===== src/rtl/branch_pc_unit_pkg.sv =====
// Shared encodings for the branch/PC unit: branch kinds, controller states
// and the ALU control codes that drive the comparison flags.
package branch_pc_unit_pkg;

    typedef enum logic [2:0] {
        BR_NONE = 3'b000,
        BR_BEQ  = 3'b001,
        BR_BNE  = 3'b010,
        BR_BLT  = 3'b011,
        BR_BGE  = 3'b100,
        BR_JAL  = 3'b101,
        BR_JALR = 3'b110,
        BR_BLE  = 3'b111
    } branch_type_e;

    typedef enum logic [2:0] {
        ST_IDLE  = 3'd0,
        ST_FETCH = 3'd1,
        ST_WAIT  = 3'd2,
        ST_EXEC  = 3'd3,
        ST_TRAP  = 3'd4
    } pc_state_e;

    typedef enum logic [3:0] {
        ALU_ADD  = 4'd0,
        ALU_SUB  = 4'd1,
        ALU_AND  = 4'd2,
        ALU_OR   = 4'd3,
        ALU_XOR  = 4'd4,
        ALU_SLL  = 4'd5,
        ALU_SRL  = 4'd6,
        ALU_SRA  = 4'd7,
        ALU_SLT  = 4'd8,
        ALU_SLTU = 4'd9
    } alu_ctrl_e;

    localparam logic [31:0] PC_STEP = 32'd4;

endpackage


===== src/rtl/branch_pc_unit_cond.sv =====
// Combinational taken/target evaluation for one executing instruction.
module branch_cond
    import branch_pc_unit_pkg::*;
(
    input  logic [2:0]  branch_type,
    input  logic [31:0] pc,
    input  logic [31:0] imm,
    input  logic [31:0] alu_result,
    input  logic        zero,
    input  logic        less,
    input  logic        less_or_equal,
    output logic        taken,
    output logic [31:0] next_pc,
    output logic        misaligned
);

    logic [31:0] target;

    always_comb begin
        taken  = 1'b0;
        target = pc + imm;
        case (branch_type)
            BR_BEQ:  taken = zero;
            BR_BNE:  taken = ~zero;
            BR_BLT:  taken = less;
            BR_BGE:  taken = ~less;
            BR_BLE:  taken = less_or_equal;
            BR_JAL:  taken = 1'b1;
            BR_JALR: begin
                taken  = 1'b1;
                target = {alu_result[31:1], 1'b0};
            end
            default: taken = 1'b0;
        endcase
        next_pc = taken ? target : (pc + PC_STEP);
        // Only a taken target can be misaligned; fall-through stays aligned.
        misaligned = taken & (next_pc[1:0] != 2'b00);
    end

endmodule


===== src/rtl/branch_pc_unit.sv =====
// PC sequencer: fetches one word at a time, presents it to decode, then
// resolves the branch and steps to the next fetch address.
module branch_pc_unit
    import branch_pc_unit_pkg::*;
#(
    parameter logic [31:0] RESET_PC = 32'h0000_0000
) (
    input  logic        clk,
    input  logic        reset,
    input  logic [2:0]  Branch_type,
    input  logic [31:0] Imm,
    input  logic [31:0] ALU_Result,
    input  logic        zero,
    input  logic        less,
    input  logic        less_or_equal,
    input  logic        stall,
    output logic        imem_req,
    output logic [31:0] imem_addr,
    input  logic        imem_ack,
    input  logic [31:0] imem_rdata,
    output logic        instr_valid,
    output logic [31:0] instr_out,
    output logic [31:0] PC_out,
    output logic [31:0] PC_plus4,
    output logic        misalign_trap,
    output logic [2:0]  state_dbg
);

    pc_state_e   state, state_nx;
    logic [31:0] pc;
    logic [31:0] ir;
    logic        capture;
    logic        pc_load;
    logic        taken;
    logic [31:0] next_pc;
    logic        misaligned;

    branch_cond u_cond (
        .branch_type   (Branch_type),
        .pc            (pc),
        .imm           (Imm),
        .alu_result    (ALU_Result),
        .zero          (zero),
        .less          (less),
        .less_or_equal (less_or_equal),
        .taken         (taken),
        .next_pc       (next_pc),
        .misaligned    (misaligned)
    );

    always_ff @(posedge clk or negedge reset) begin
        if (!reset) begin
            state <= ST_IDLE;
            pc    <= RESET_PC;
            ir    <= 32'd0;
        end else begin
            state <= state_nx;
            if (capture) ir <= imem_rdata;
            if (pc_load) pc <= next_pc;
        end
    end

    // Fetch handshake: imem_req is the request valid and imem_ack the
    // completion; req stays high with a stable imem_addr until the cycle in
    // which ack is sampled high, and that same edge captures imem_rdata.
    always_comb begin
        state_nx = state;
        capture  = 1'b0;
        pc_load  = 1'b0;
        case (state)
            ST_IDLE:  state_nx = ST_FETCH;
            ST_FETCH: begin
                capture  = imem_ack;
                state_nx = imem_ack ? ST_EXEC : ST_WAIT;
            end
            ST_WAIT: begin
                capture = imem_ack;
                if (imem_ack) state_nx = ST_EXEC;
            end
            ST_EXEC: begin
                if (!stall) begin
                    if (misaligned) begin
                        state_nx = ST_TRAP;
                    end else begin
                        pc_load  = 1'b1;
                        state_nx = ST_FETCH;
                    end
                end
            end
            ST_TRAP:  state_nx = ST_TRAP;
            default:  state_nx = ST_IDLE;
        endcase
    end

    assign imem_req      = (state == ST_FETCH) || (state == ST_WAIT);
    assign imem_addr     = pc;
    assign instr_valid   = (state == ST_EXEC);
    assign instr_out     = ir;
    assign PC_out        = pc;
    assign PC_plus4      = pc + PC_STEP;
    assign misalign_trap = (state == ST_TRAP);
    assign state_dbg     = state;

endmodule

===== config.mk =====
export PLATFORM = sky130hd
export DESIGN_NAME = branch_pc_unit
export DESIGN_NICKNAME = d
export VERILOG_FILES = /design/src/rtl/branch_pc_unit_pkg.sv /design/src/rtl/branch_pc_unit_cond.sv /design/src/rtl/branch_pc_unit.sv
export SDC_FILE = /design/constraint.sdc
export NUM_CORES = 1
export LEC_CHECK = 0
export ABC_AREA = 1
export BUFFER_PORTS_ARGS = -buffer_cell sky130_fd_sc_hd__buf_2
export CORE_MARGIN = 4
export CORE_UTILIZATION = 52
export CTS_CLUSTER_SIZE = 16
export DETAILED_ROUTE_END_ITERATION = 8
export HOLD_SLACK_MARGIN = 0.05
export PLACE_DENSITY_LB_ADDON = 0.25
export RECOVER_POWER = 25
export SYNTH_ARGS = -nofsm -noshare
export SYNTH_HDL_FRONTEND = slang
export SYNTH_HIERARCHICAL = 1
export SYNTH_SLANG_ARGS = --single-unit

===== constraint.sdc =====
create_clock -name clk -period 2.65 [get_ports clk]
set_clock_uncertainty 0.15 [all_clocks]
set_input_delay 0.53 -clock clk [delete_from_list [all_inputs] [get_ports clk]]
set_output_delay 0.53 -clock clk [all_outputs]
set_load 0.005 [all_outputs]

Word level (Yosys, flattened, before mapping)
Index checks and enable logic that the tools add are counted.
{"block": "totals", "output_inout_bits": 134, "ff_bits": 67, "inputBits": 106}
{"block": "op_classes", "n_addsub": 2, "muxes": 12, "reduce_logical": 6, "n_bitwise": 3, "n_eq_ne": 13}
{"cell": "$mux W32", "n": 2}
{"cell": "$add A32 B3 Y32 const B", "n": 1}
{"cell": "$add A32 B32 Y32", "n": 1}
{"cell": "$eq A3 B3 Y1 const B", "n": 5}
{"cell": "$pmux W3 S5", "n": 1}
{"cell": "$eq A3 B2 Y1 const B", "n": 4}
{"cell": "$mux W3", "n": 3}
{"cell": "$eq A3 B1 Y1 const B", "n": 2}
{"cell": "$pmux W1 S6", "n": 1}
{"cell": "$mux W1", "n": 5}
{"cell": "$ne A2 B2 Y1 const B", "n": 2}
{"cell": "$reduce_or A2 Y1", "n": 2}
{"cell": "$logic_not A3 Y1", "n": 1}
{"cell": "$not A1 Y1", "n": 2}
{"cell": "$reduce_and A2 Y1", "n": 1}
{"cell": "$reduce_bool A2 Y1", "n": 1}
{"cell": "$and A1 B1 Y1", "n": 1}
{"cell": "$logic_or A1 B1 Y1", "n": 1}

Longest topological paths before layout
{"block": "depth", "ltp_word": 9, "ltp_mapped": 16, "ltp_nobuf": 16}

Hierarchy
The synthesis kept the hierarchy.
{"module": "branch_cond", "cells_per_inst": 824, "instances": 1, "area_per_inst_um2": 3992.6}
{"module": "branch_pc_unit", "cells_per_inst": 514, "instances": 1, "area_per_inst_um2": 3837.4}

Worst setup path after synthesis
No wires, ideal clock.
{"block": "synth_timing", "path_type": "input port to flip-flop", "startpoint": "input Imm[0]", "endpoint": "register pc[6] (netlist: PC_out[6])", "t_arrival_ns": 2.150, "stages": 12, "required_ns": 2.382, "slack_ns": 0.232, "setup_ns": 0.118, "path_cell_list": "ha_1 inv_1 fa_1 nand2_1 o211ai_2 nand2_1 nor2_4 nand2_1 buf_6 buf_2 nand2_1 nand2_1"}
{"block": "synth_between", "elab_chain_len": 8}
{"element": "from (decl)", "line_no": "branch_pc_unit.sv:11", "rtl": "input logic [31:0] Imm,"}
{"element": "$add A32 B32 Y32", "line_no": "branch_pc_unit_cond.sv:21", "rtl": "target = pc + imm;"}
{"element": "$mux W32", "line_no": "branch_pc_unit_cond.sv:22", "rtl": "case (branch_type)"}
{"element": "$mux W32", "line_no": "branch_pc_unit_cond.sv:35", "rtl": "next_pc = taken ? target : (pc + PC_STEP);"}
{"element": "$reduce_bool A2 Y1", "line_no": "branch_pc_unit_cond.sv:37", "rtl": "misaligned = taken & (next_pc[1:0] != 2'b00);"}
{"element": "$and A1 B1 Y1", "line_no": "branch_pc_unit_cond.sv:37"}
{"element": "net misaligned", "line_no": "branch_pc_unit.sv:36", "rtl": "logic misaligned;"}
{"element": "$mux W1", "line_no": "branch_pc_unit.sv:82", "rtl": "if (misaligned) begin"}
{"element": "$mux W1", "line_no": "branch_pc_unit.sv:81", "rtl": "if (!stall) begin"}
{"element": "$mux W1", "line_no": "branch_pc_unit.sv:70", "rtl": "case (state)"}
{"element": "to (signal assigned)", "line_no": "branch_pc_unit.sv:59", "rtl": "if (pc_load) pc <= next_pc;"}
{"element": "to (decl)", "line_no": "branch_pc_unit.sv:30", "rtl": "logic [31:0] pc;"}
The timed path passes the listed nets, and every way through them passes these cells.
A chain may end at the register's enable or synchronous reset.

Worst setup path after layout
{"block": "layout_timing", "startpoint": "register pc[7] (netlist: PC_out[7])", "endpoint": "output PC_plus4[30]"}
{"block": "layout_between", "elab_chain_len": 1}
{"element": "$add A32 B3 Y32", "line_no": "branch_pc_unit.sv:100", "rtl": "assign PC_plus4 = pc + PC_STEP;"}
{"element": "to (decl)", "line_no": "branch_pc_unit.sv:24", "rtl": "output logic [31:0] PC_plus4,"}
Every way passes these cells.

==> impl_metrics.ini <==
[placement]
port_buffers = 238
place_inst = 1751
dp_hpwl_um = 21800
postPlaceCellArea_um2 = 9250
gp_congestion = 0.975

[die]
pin_count = 240
die_area_um2 = 17100
fp.dieW_um = 131
rows = 44
placeableCoreArea_um2 = 14600
die_h_um = 131
initial_core_util_pct = 53.5

[clocking]
numCtsBuffers = 9
clkLatencyLatePin_ns = 0.34
cts_max_path_buffers = 2
clock-root-buffer = clkbuf_16
htree_num_levels = 3
cts.reportedPaths.clkPinSlew_ns = 0.06
clock-sinks = 67
postCtsHoldBufs = 0
cts_tree = yes

[logic_synthesis]
synth_area_per_cell_um2 = 5.85
synth_area_um2 = 7830
syn_nets = 1478
synth_edf_count = 0
synth_seq_area_share_pct = 21.4
ys_async_sr_fraction_pct = 100
synth_cell_types = 43
synth-seq-cells = 67
synthCells = 1338
yosys_warnings = 6
ys.flop_type = dfrtp_1

[drt]
vias = 9257
drt-total-wl_um = 27600
drt-pass1-iter-count = 6
wl_per_cell_um = 15.6
drc = 0
drtIter0Drc = 776
viasPerCell = 5.24
ant_nets = 0

[timing]
hold_ws_ns = 0.267
slew-limit-headroom_pct = -16.0
post-route-period-util_pct = 96.9
slew_violations = 68
fmax_mhz = 390
tns_ns = 0
finalCriticalPeriod_ns = 2.57
rsz0062_at_grt = true
report.final.hold_viol_count = 0
tightest_slew_ns = 1.74
setup_viol = 0

[critical_path]
crit_required_ns = 1.97
r2r_start = PC_out[0]
rrSetupSlack_ns = 0.24
endpoint = PC_plus4[30]
worstPathArrival_ns = 1.89
crit_start = PC_out[7]
worstSetupEndpointType = output port
critPathMaxFanout = 10
rr_endpoint = PC_out[24]
r2r_cells = 15
crit_type = reg -> out
start_kind = flop

[finish]
final_cell_mix = nand2_1 (526), buf_2 (238), inv_1 (167)
post-route-util_pct = 65.6
areaGrowthSynthToFinish_pct = 22.7
multiInputGateArea_um2 = 5070
layoutNonFillerInstCount = 1768
num-fill-cells = 1430
drive_gt1_share_pct = 24.7
final_area_um2 = 9610
n_antenna_cell = 0
nNetsFinal = 1719
mostFrequentLayoutCell = nand2_1
regArea_um2 = 1680

[grt]
grt_max_degree = 68
grt_overflow = 0
grt_pass1_wl_um = 42000
grtUsageTotal_pct = 31.4
antenna_found_initial = 0
grt_pass1_vias = 8203

[status]
violations = max-capacitance violations, max-slew violations
outcome = complete, but fails checks

[power]
powerDensity_nw_per_um2 = 1080
peakVddDrop_mv = 0.800
p_leak_nw = 5.69

[run]
cap_violations = 1

[min_path]
holdPathStages = 3
worstHoldPathType = in -> reg
min_from = imem_rdata[31]
==> worst max-delay path, stage by stage, from the launching register on <==
cell and delay (ns):
dfrtp_1 0.37, buf_4 0.22, nand2_1 0.16, nor2_2 0.18
nand2_1 0.11, nor2_2 0.19, nand2_1 0.08, nand2_1 0.06
nand2_1 0.05, buf_2 0.12
==> cell type report <==
| class | count | area share, % |
|---|---|---|
| clock buffers | 9 | 2.34 |
| well taps | 184 | 2.40 |
| repair buffers | 294 | 17.3 |
| clock inverters | 7 | 0.834 |
| inverters | 175 | 6.86 |
| flip-flops and latches | 67 | 17.5 |
| multi-input cells | 1032 | 52.8 |
==> registers in the layout, indices dropped and copies added, names as in the netlist <==
register,count
state_dbg,3
instr_out,32
PC_out,32
==> power by group <==
group          internal [W]  switching (W)  leakage, nW
Sequential          0.00150       0.000426        0.804
Combinational       0.00271        0.00446         4.73
Clock              0.000744       0.000515        0.149
==> metal layers <==
layer | share of wire [%] | vias up | global-route usage, %
met2 | 49 | 439 | 53.5
met1 | 41 | 4168 | 41.1
met5 | 0 | - | 0
met4 | 2.8 | 0 | 9.74
li1 | - | 4596 | -
met3 | 7.9 | 54 | 4.92
==> synthesized netlist by cell type, types with 2 or more instances <==
cell | count | area share, %
buf_6 | 9 | 1.3
o21ai_1 | 13 | 0.83
nand3_1 | 120 | 7.7
buf_4 | 40 | 3.8
buf_2 | 11 | 0.70
ha_1 | 33 | 5.3
nor4_2 | 2 | 0.32
dfrtp_1 | 67 | 21
nor3_1 | 8 | 0.51
nand3b_1 | 4 | 0.38
nor2_4 | 4 | 0.58
a21oi_1 | 30 | 1.9
nor2_1 | 159 | 7.6
nand2_1 | 528 | 25
nand3_2 | 3 | 0.38
xnor2_1 | 19 | 2.1
clkbuf_1 | 4 | 0.19
a21oi_2 | 14 | 1.6
o21bai_1 | 2 | 0.19
nand2_2 | 14 | 1.1
nor2_2 | 10 | 0.80
nand4_1 | 6 | 0.48
nor3_2 | 4 | 0.51
inv_1 | 167 | 8.0
xor2_1 | 31 | 3.5
o21ai_0 | 8 | 0.51
and3_1 | 2 | 0.16
inv_2 | 7 | 0.34
o211ai_2 | 4 | 0.64
nor3_4 | 2 | 0.42
==> repair_timing <==
| action | in CTS | in global routing |
|---|---|---|
| pin swaps | 0 | 1 |
| setup endpoints to repair | 4 | 21 |
| gates cloned | 0 | 0 |
| resized for setup | 2 | 19 |
| setup buffers | 0 | 1 |
==> cells by family after synthesis <==
| kind of cell | synth area share, % |
|---|---|
| AND/OR/NAND/NOR | 46.7 |
| buffers and inverters | 14.4 |
| AO/OA/AOI/OAI | 6.36 |
| flip-flops | 21.4 |
| XOR/XNOR | 5.59 |
| adder cells (fa/ha/maj) | 5.53 |
==> metrics by stage <==
step	total power (W)	setup slack, ns
6_report	0.0104	0.0830
5_1_grt	0.0113	-0.0214
4_1_cts	0.0103	0.00474
3_5_place_dp	0.00897	0.0572
3_3_place_gp	0.00886	0.0733
2_1_floorplan	0.00648	0.232
==> worst min path at each step <==
stage               slack (ns)       endpoint
floorplan                 0.08      PC_out[0]
global placement          0.30  instr_out[24]
detailed placement        0.30  instr_out[23]
CTS                       0.07     PC_out[29]
global route              0.27   instr_out[6]
finish                    0.27  instr_out[31]
Power figures use the tool's default switching activity.
